<file path="src/rtl/cbd_secret_sampler_if.sv">
// Handshake bundle between the randomness source, the CBD sampler and the
// multiplier secret-operand port.
interface cbd_secret_sampler_if #(
   parameter int RW = 64,
   parameter int CW = 8
);
   logic          start;
   logic [RW-1:0] rand_data;
   logic          rand_valid;
   logic          rand_ready;
   logic [2:0]    s;
   logic          s_sign;
   logic          s_valid;
   logic          s_ready;
   logic [CW-1:0] coeff_idx;
   logic          busy;
   logic          poly_done;

   modport master (
      output start, rand_data, rand_valid, s_ready,
      input  rand_ready, s, s_sign, s_valid, coeff_idx, busy, poly_done
   );

   modport slave (
      input  start, rand_data, rand_valid, s_ready,
      output rand_ready, s, s_sign, s_valid, coeff_idx, busy, poly_done
   );
endinterface

</file>
<file path="src/rtl/cbd_secret_sampler.sv">
// Centered-binomial (mu=8) secret sampler: buffers one randomness word and
// emits one sign-magnitude coefficient per byte, one per handshake.
//
// state | meaning
// IDLE  | waiting for start; no outputs active
// LOAD  | requesting a randomness word (rand_ready=1)
// EMIT  | presenting a coefficient from the buffered word (s_valid=1)
// DONE  | one-cycle poly_done pulse, then back to IDLE
module cbd_secret_sampler #(
   parameter int RW      = 64,
   parameter int N_COEFF = 256,
   parameter int CW      = 8
) (
   input logic                  clk,
   input logic                  rst,
   cbd_secret_sampler_if.slave  bus
);
   localparam int NB = RW / 8;
   localparam int SW = (NB > 1) ? $clog2(NB) : 1;
   localparam logic [SW-1:0] SLOT_LAST = SW'(NB - 1);
   localparam logic [CW-1:0] IDX_LAST  = CW'(N_COEFF - 1);

   typedef enum logic [1:0] {
      S_IDLE,
      S_LOAD,
      S_EMIT,
      S_DONE
   } state_t;

   state_t        state;
   state_t        state_nxt;
   logic [RW-1:0] rand_buf;
   logic [SW-1:0] slot;
   logic [CW-1:0] coeff_idx;

   logic [7:0]    byte_cur;
   logic [2:0]    pop_lo;
   logic [2:0]    pop_hi;
   logic          s_valid_c;
   logic          rand_ready_c;
   logic          xfer;
   logic          last_slot;
   logic          last_coeff;
   logic          load_word;

   function automatic logic [2:0] pop4(input logic [3:0] v);
      return {2'b00, v[0]} + {2'b00, v[1]} + {2'b00, v[2]} + {2'b00, v[3]};
   endfunction

   always_comb begin
      byte_cur = '0;
      for (int i = 0; i < NB; i++) begin
         if (slot == SW'(i)) byte_cur = rand_buf[8*i +: 8];
      end
   end

   assign pop_lo = pop4(byte_cur[3:0]);
   assign pop_hi = pop4(byte_cur[7:4]);

   // Sign only when hi strictly exceeds lo, so a zero difference is never negative.
   assign bus.s      = (pop_lo >= pop_hi) ? (pop_lo - pop_hi) : (pop_hi - pop_lo);
   assign bus.s_sign = (pop_hi > pop_lo);

   assign s_valid_c  = (state == S_EMIT);
   assign xfer       = s_valid_c & bus.s_ready;
   assign last_slot  = (slot == SLOT_LAST);
   assign last_coeff = (coeff_idx == IDX_LAST);
   assign load_word  = rand_ready_c & bus.rand_valid;

   always_ff @(posedge clk or posedge rst) begin
      if (rst) state <= S_IDLE;
      else     state <= state_nxt;
   end

   always_comb begin
      state_nxt    = state;
      rand_ready_c = 1'b0;
      case (state)
         S_IDLE: begin
            if (bus.start) state_nxt = S_LOAD;
         end
         S_LOAD: begin
            rand_ready_c = 1'b1;
            if (bus.rand_valid) state_nxt = S_EMIT;
         end
         S_EMIT: begin
            // Refill on the final byte of a word so streaming has no bubble.
            if (last_slot && !last_coeff) rand_ready_c = bus.s_ready;
            if (xfer) begin
               if (last_coeff)                        state_nxt = S_DONE;
               else if (last_slot && !bus.rand_valid) state_nxt = S_LOAD;
            end
         end
         S_DONE: begin
            state_nxt = S_IDLE;
         end
         default: begin
            state_nxt = S_IDLE;
         end
      endcase
   end

   always_ff @(posedge clk or posedge rst) begin
      if (rst) begin
         rand_buf  <= '0;
         slot      <= '0;
         coeff_idx <= '0;
      end else begin
         if (state == S_IDLE && bus.start) coeff_idx <= '0;
         else if (xfer)                    coeff_idx <= coeff_idx + 1'b1;

         if (load_word) begin
            rand_buf <= bus.rand_data;
            slot     <= '0;
         end else if (xfer && !last_slot) begin
            slot <= slot + 1'b1;
         end
      end
   end

   assign bus.rand_ready = rand_ready_c;
   assign bus.s_valid    = s_valid_c;
   assign bus.coeff_idx  = coeff_idx;
   assign bus.busy       = (state == S_LOAD) || (state == S_EMIT);
   assign bus.poly_done  = (state == S_DONE);
endmodule
</file>
<file path="src/flat_wrapper.sv">
// flat-port wrapper written by rule: the top's interface ports become plain ports
module cbd_secret_sampler_flat 
#(
   parameter int RW      = 64,
   parameter int N_COEFF = 256,
   parameter int CW      = 8
)
  (clk, rst, bus_start, bus_rand_data, bus_rand_valid, bus_s_ready, bus_rand_ready, bus_s, bus_s_sign, bus_s_valid, bus_coeff_idx, bus_busy, bus_poly_done);
  cbd_secret_sampler_if #(.RW(RW), .CW(CW)) bus_i ();
  input logic clk;
  input logic rst;
  input wire logic [$bits(bus_i.start)-1:0] bus_start;
  input wire logic [$bits(bus_i.rand_data)-1:0] bus_rand_data;
  input wire logic [$bits(bus_i.rand_valid)-1:0] bus_rand_valid;
  input wire logic [$bits(bus_i.s_ready)-1:0] bus_s_ready;
  output wire logic [$bits(bus_i.rand_ready)-1:0] bus_rand_ready;
  output wire logic [$bits(bus_i.s)-1:0] bus_s;
  output wire logic [$bits(bus_i.s_sign)-1:0] bus_s_sign;
  output wire logic [$bits(bus_i.s_valid)-1:0] bus_s_valid;
  output wire logic [$bits(bus_i.coeff_idx)-1:0] bus_coeff_idx;
  output wire logic [$bits(bus_i.busy)-1:0] bus_busy;
  output wire logic [$bits(bus_i.poly_done)-1:0] bus_poly_done;
  assign bus_i.start = bus_start;
  assign bus_i.rand_data = bus_rand_data;
  assign bus_i.rand_valid = bus_rand_valid;
  assign bus_i.s_ready = bus_s_ready;
  assign bus_rand_ready = bus_i.rand_ready;
  assign bus_s = bus_i.s;
  assign bus_s_sign = bus_i.s_sign;
  assign bus_s_valid = bus_i.s_valid;
  assign bus_coeff_idx = bus_i.coeff_idx;
  assign bus_busy = bus_i.busy;
  assign bus_poly_done = bus_i.poly_done;
  cbd_secret_sampler #(.RW(RW), .N_COEFF(N_COEFF), .CW(CW)) u_core (.clk(clk), .rst(rst), .bus(bus_i));
endmodule
</file>
<file path="config.mk">
export PLATFORM = sky130hd
export DESIGN_NAME = cbd_secret_sampler_flat
export DESIGN_NICKNAME = d
export VERILOG_FILES = /design/src/rtl/cbd_secret_sampler_if.sv /design/src/rtl/cbd_secret_sampler.sv /design/src/flat_wrapper.sv
export SDC_FILE = /design/constraint.sdc
export NUM_CORES = 1
export LEC_CHECK = 0
export CAP_MARGIN = 0
export CORE_MARGIN = 2
export CORE_UTILIZATION = 40
export CTS_BUF_LIST = sky130_fd_sc_hd__clkbuf_16
export CTS_CLUSTER_SIZE = 12
export DETAILED_ROUTE_END_ITERATION = 12
export DONT_BUFFER_PORTS = 1
export PLACE_DENSITY = 0.5
export REMOVE_ABC_BUFFERS = 1
export SETUP_SLACK_MARGIN = 0.4
export SYNTH_ARGS = -nofsm -noshare
export SYNTH_HDL_FRONTEND = slang
export SYNTH_SLANG_ARGS = --single-unit
</file>
<file path="constraint.sdc">
create_clock -name clk -period 8.7 [get_ports clk]
set_input_delay 2.61 -clock clk [delete_from_list [all_inputs] [get_ports clk]]
set_output_delay 2.61 -clock clk [all_outputs]
set_load 0.03 [all_outputs]
</file>
# Yosys cells after proc, flatten, opt, wreduce, memory -nomap -nowiden
# Index checks and enable logic that the tools add are counted.
totals:
  ff_bits: 77
  inputBits: 69
  elab_cells: 67
op_classes:
  n_addsub: 10
  order_cmp: 2
  n_eq_ne: 15
  n_mux: 21
  bitwise_logic: 2
  n_reduce_logical: 13
op_table:
  columns: ["operator", "count"]
  rows:
  - ["two-way mux 8 bit", 10]
  - ["adder 3 x 1 -> 3 bit", 4]
  - ["equality test 3 bit, second input constant", 4]
  - ["two-way mux 2 bit", 5]
  - ["two-way mux 3 bit", 3]
  - ["adder 8 x 1 -> 8 bit, second input constant", 1]
  - ["equality test 8 bit, second input constant", 1]
  - ["case mux 2 bit (4 select lines)", 1]
  - ["equality test 3 x 2 -> 1 bit, second input constant", 2]
  - ["inequality test 2 bit, second input constant", 3]
  - ["subtractor 3 bit", 2]
  - ["adder 1 x 1 -> 2 bit", 2]
  - ["equality test 2 bit, second input constant", 2]
  - ["logical AND 1 bit", 4]
  - ["AND reduction 4 bit", 1]
  - ["nonzero test 2 bit", 2]
  - ["adder 3 x 1 -> 3 bit, second input constant", 1]
  - ["equality test 3 x 1 -> 1 bit, second input constant", 1]
  - [">= comparator 3 bit", 1]
  - ["> comparator 3 bit", 1]
  - ["zero test 1 bit", 3]
  - ["zero test 3 bit", 1]
  - ["inequality test 3 bit, second input constant", 1]
  - ["AND 1 bit", 2]
  - ["other kinds (5)", 5]

# Longest topological paths before layout
depth:
  word_depth: 14
  depth_mapped: 19
  depth_no_buf: 17

# Least setup slack after synthesis
# No wires, ideal clock.
synth_timing:
  path_kind: "flip-flop to output port"
  from: "register u_core.slot[2]"
  to: "output bus_s[2]"
  t_arrival_ps: 4144
  required_time_ps: 6090
  path_slack_ps: 1946
  stages_incl_launch_ff: 20
  path_buffers: 2
  path_cell_list: "dfrtp_1 > inv_1 > clkbuf_1 > ha_1 > clkbuf_1 > nor2_1 > a221oi_1 > o221ai_1 > a32oi_1 > ha_1 > inv_1 > fa_1 > inv_1 > ha_1 > inv_1 > ha_1 > nand2_1 > o21ai_0 > mux2i_1 > xnor2_1"
synth_via:
  elab_chain_cells: 14
  elab_cells_between_ends: 26
synth_lines:
  columns: ["item", "line", "source"]
  rows:
  - ["from (decl)", "cbd_secret_sampler.sv:33", "logic [SW-1:0] slot;"]
  - ["from (signal assigned)", "cbd_secret_sampler.sv:116", "slot <= slot + 1'b1;"]
  - ["zero test 3 bit", "cbd_secret_sampler.sv:53", "if (slot == SW'(i)) byte_cur = rand_buf[8*i +: 8];"]
  - ["two-way mux 8 bit (7 in a row)", "cbd_secret_sampler.sv:53", null]
  - ["two-way mux 8 bit (*)", "cbd_secret_sampler.sv:53", null]
  - ["adder 1 x 1 -> 2 bit", "cbd_secret_sampler.sv:47", "return {2'b00, v[0]} + {2'b00, v[1]} + {2'b00, v[2]} + {2'b00, v[3]};"]
  - ["adder 3 x 1 -> 3 bit (2 in a row)", "cbd_secret_sampler.sv:47", null]
  - ["subtractor 3 bit / >= comparator 3 bit (equally long branches)", "cbd_secret_sampler.sv:61", "assign bus.s = (pop_lo >= pop_hi) ? (pop_lo - pop_hi) : (pop_hi - pop_lo);"]
  - ["two-way mux 3 bit (*)", "cbd_secret_sampler.sv:61", null]
  - ["to (decl)", "flat_wrapper.sv:17", "output wire logic [$bits(bus_i.s)-1:0] bus_s;"]
# Every way passes the cells marked *; elsewhere a longest branch is shown, timed or not.

# Worst setup path in the final report
# Ends and elaborated chain as after synthesis.

==> run_results.csv <==
group,metric,value,unit
run_status,status,"finished, final reports clean",
finish,syn_to_final_growth,7.59,%
detailed_routing,via_per_inst,5.29,
worst_setup_path,critPathKind,"reg2out",
grt,grt_max_degree,78,
worst_setup_path,critPathLaunch,"u_core.slot[2]",
die,die_w,109,µm
clock_tree,post_cts_buffers,0,
finish,drive_gt1_share,20.6,%
yosys,synth_edf_count,0,
place,pre_cts_ws,1.37,ns
detailed_routing,drcViolationCount,0,
timing,setup_tns,0,ns
detailed_routing,antenna_left,0,
worst_setup_path,critical_path_arrival,5.08,ns
worst_setup_path,r2r.worst_path.cells,6,
die,dieArea,11900,µm²
hold_path,hold_start,"u_core.rand_buf[56]",
place,hpwl,6550,µm
clock_tree,cts-root-buf,"clkbuf_16",
clock_tree,numCtsBuffers,9,
die,placement_rows,38,
worst_setup_path,cp-end-kind,"primary output",
die,core_area,10800,µm²
timing,hold_slack,0.492,ns
yosys,ys_async_sr_fraction,100,%
timing,skew,0.00605,ns
worst_setup_path,worstPathCellList,"inv_1 > ha_1 > nor3b_1 > a221o_1 > o22ai_1 > a21oi_1 > ha_1 > inv_1 > fa_1 > inv_1 > ha_1 > inv_1 > ha_1 > nand2_1 > o21ai_0 > mux2i_1 > xnor2_1",
worst_setup_path,critPathMaxFanout,22,
grt,grt_first_pass_wirelength,15600,µm
yosys,yosysUniqueCellTypes,48,
grt,gr-total-overflow,0,
clock_tree,cts-resized-gates,0,
timing,fin_ws,1.01,ns
timing,setup_violations,0,
worst_setup_path,reg2reg_to,"u_core.rand_buf[47]",
finish,mostFrequentLayoutCells,"dfrtp_1 (77), inv_1 (38), mux2_2 (38)",
worst_setup_path,critPathRequiredTime,6.09,ns
timing,slew_headroom,32.9,%
yosys,synth_top_cell_area_share,43.6,%
detailed_routing,routedWlPerCell,18.0,µm
detailed_routing,drt_iter0_drc,136,
timing,worstMarginPinSlew,1.01,ns
yosys,synth_area,4420,µm²
timing,rsz0062_at_grt,"no",
grt,grt_pass1_vias,3050,
detailed_routing,via_count,2819,
worst_setup_path,r2r_slack,5.60,ns
die,start_util,40.9,%
worst_setup_path,start_kind,"flop",
finish,fin_nets,484,
yosys,synth_warnings,0,
yosys,synth_area_leaders,"dfrtp_1 (44%), mux2_2 (9.7%), mux2_4 (6.8%)",
yosys,synth_seq_cells,77,
clock_tree,cts_sinks,77,
hold_path,hold_path.class,"reg2reg",
timing,finalHoldViolCount,0,
worst_setup_path,critPathMaxStageDelay,0.70,ns
timing,period_minus_slack,7.69,ns
hold_path,hold_end,"u_core.rand_buf[56]",
clock_tree,cts_buffer_depth,2,
yosys,synth_cells,396,
timing,slew_viol_final,0,
worst_setup_path,critPathSlowestCell,"ha_1",
yosys,synth_seq_area_share,43.6,%
timing,fmaxAchievable,130,MHz
hold_path,whs_path_depth,1,
clock_tree,cts.htree.levels,3,
clock_tree,clkTransAtPathRegs,0.06,ns
timing,period_share,88.4,%
finish,mostFrequentLayoutCell,"dfrtp_1",
clock_tree,cts_tree,"built",
yosys,avgSynthCellArea,11.2,µm²
finish,fill_cells,1005,
detailed_routing,drtPass1Iterations,5,
die,die_h,109,µm
worst_setup_path,reg2reg_from,"u_core.slot[0]",
grt,antenna_found_initial,0,
yosys,ys.flop_type,"dfrtp_1",
grt,gr-usage-all-layers,17.2,%
die,ios,85,
clock_tree,cts_hold_buf,0,
finish,antenna_cells,0,
yosys,yosysTopAreaCell,"dfrtp_1",
clock_tree,clock_latency,0.34,ns
detailed_routing,wl,9610,µm
flow_run,drv_cap,0,
place,place_congestion,0.779,
place,port_buffers,0,
## stage by stage
stage | util, % | cells | cell area, µm²
after floorplan | - | 373 | 4280
after detailed placement | 41.6 | 517 | 4490
after global placement | 41.6 | 517 | 4490
final | 44.1 | 533 | 4750
after global routing | 44.1 | 533 | 4750
after CTS | 44.1 | 533 | 4750
## layer usage
layer	routed length (µm)	GRT usage, %	part of all wire (%)
met3	492	4.84	5.1
met5	0	0	0
met1	4560	23.5	47
met2	4370	26.2	45
met4	184	6.23	1.9
## cell families (layout without fill, tap and decap cells)
kind of cell	count (synthesis)	in the layout	share of synthesized area, %
multiplexers	66	66	18.5
buffers and inverters	60	57	6.31
XOR/XNOR	8	8	1.59
AO/OA/AOI/OAI	81	81	12.9
adder cells (fa/ha/maj)	27	27	8.32
AND/OR/NAND/NOR	77	77	8.75
flip-flops	77	77	43.6
## how the worst max path moves through the flow
| stage | end | slack, ns | cells after the start |
|---|---|---|---|
| 2_1_floorplan | bus_s[2] | 1.85 | 17 |
| 3_3_place_gp | bus_s[2] | 1.60 | 17 |
| 6_report | bus_s[2] | 1.01 | 17 |
| 5_1_grt | bus_s[2] | 0.61 | 16 |
| 4_1_cts | bus_s[2] | 1.0 | 17 |
| 3_5_place_dp | bus_s[2] | 1.37 | 17 |
## worst max-delay path, delay by kind of cell (launching register included)
kind	cells	cell delay (ns)
fa+ha+maj	5	1.84
xor+xnor	1	0.61
mux	1	0.14
flops	1	0.37
simple gates	2	0.28
compound gates	4	0.94
buf+inv	4	0.55
## flip-flops by register name, indices dropped and copies added, names as in the netlist
| signal | cells |
|---|---|
| u_core.bus.coeff_idx | 8 |
| u_core.rand_buf | 64 |
| u_core.slot | 3 |
| u_core.state | 2 |
## final cells by class
type	instances	area, µm²	area share (%)
multi-input cells	259	2210	46.6
well taps	140	175	3.68
clock buffers	9	225	4.74
inverters	37	140	2.95
flip-flops and latches	77	1930	40.5
clock inverters	7	43.8	0.921
repair buffers	4	30.0	0.632
## cell usage after synthesis (4+ instances only)
cell,count
mux2_4,20
fa_1,4
o31ai_1,4
nor2_1,18
a221o_1,4
a21oi_1,23
nand3b_1,4
ha_1,23
o22ai_1,4
a31oi_1,4
nand2_1,25
mux2_2,38
xnor2_1,5
dfrtp_1,77
a21o_1,4
inv_1,37
a221oi_1,5
mux2_1,7
buf_4,4
a211oi_1,5
nor3b_1,5
clkbuf_1,12
nor2b_1,4
o21ai_0,11
o221ai_1,4
nand2b_1,6
Power is left out: the tool's default activity adds up to more than one toggle a clock period on the data nets, which glitch-free logic cannot reach.
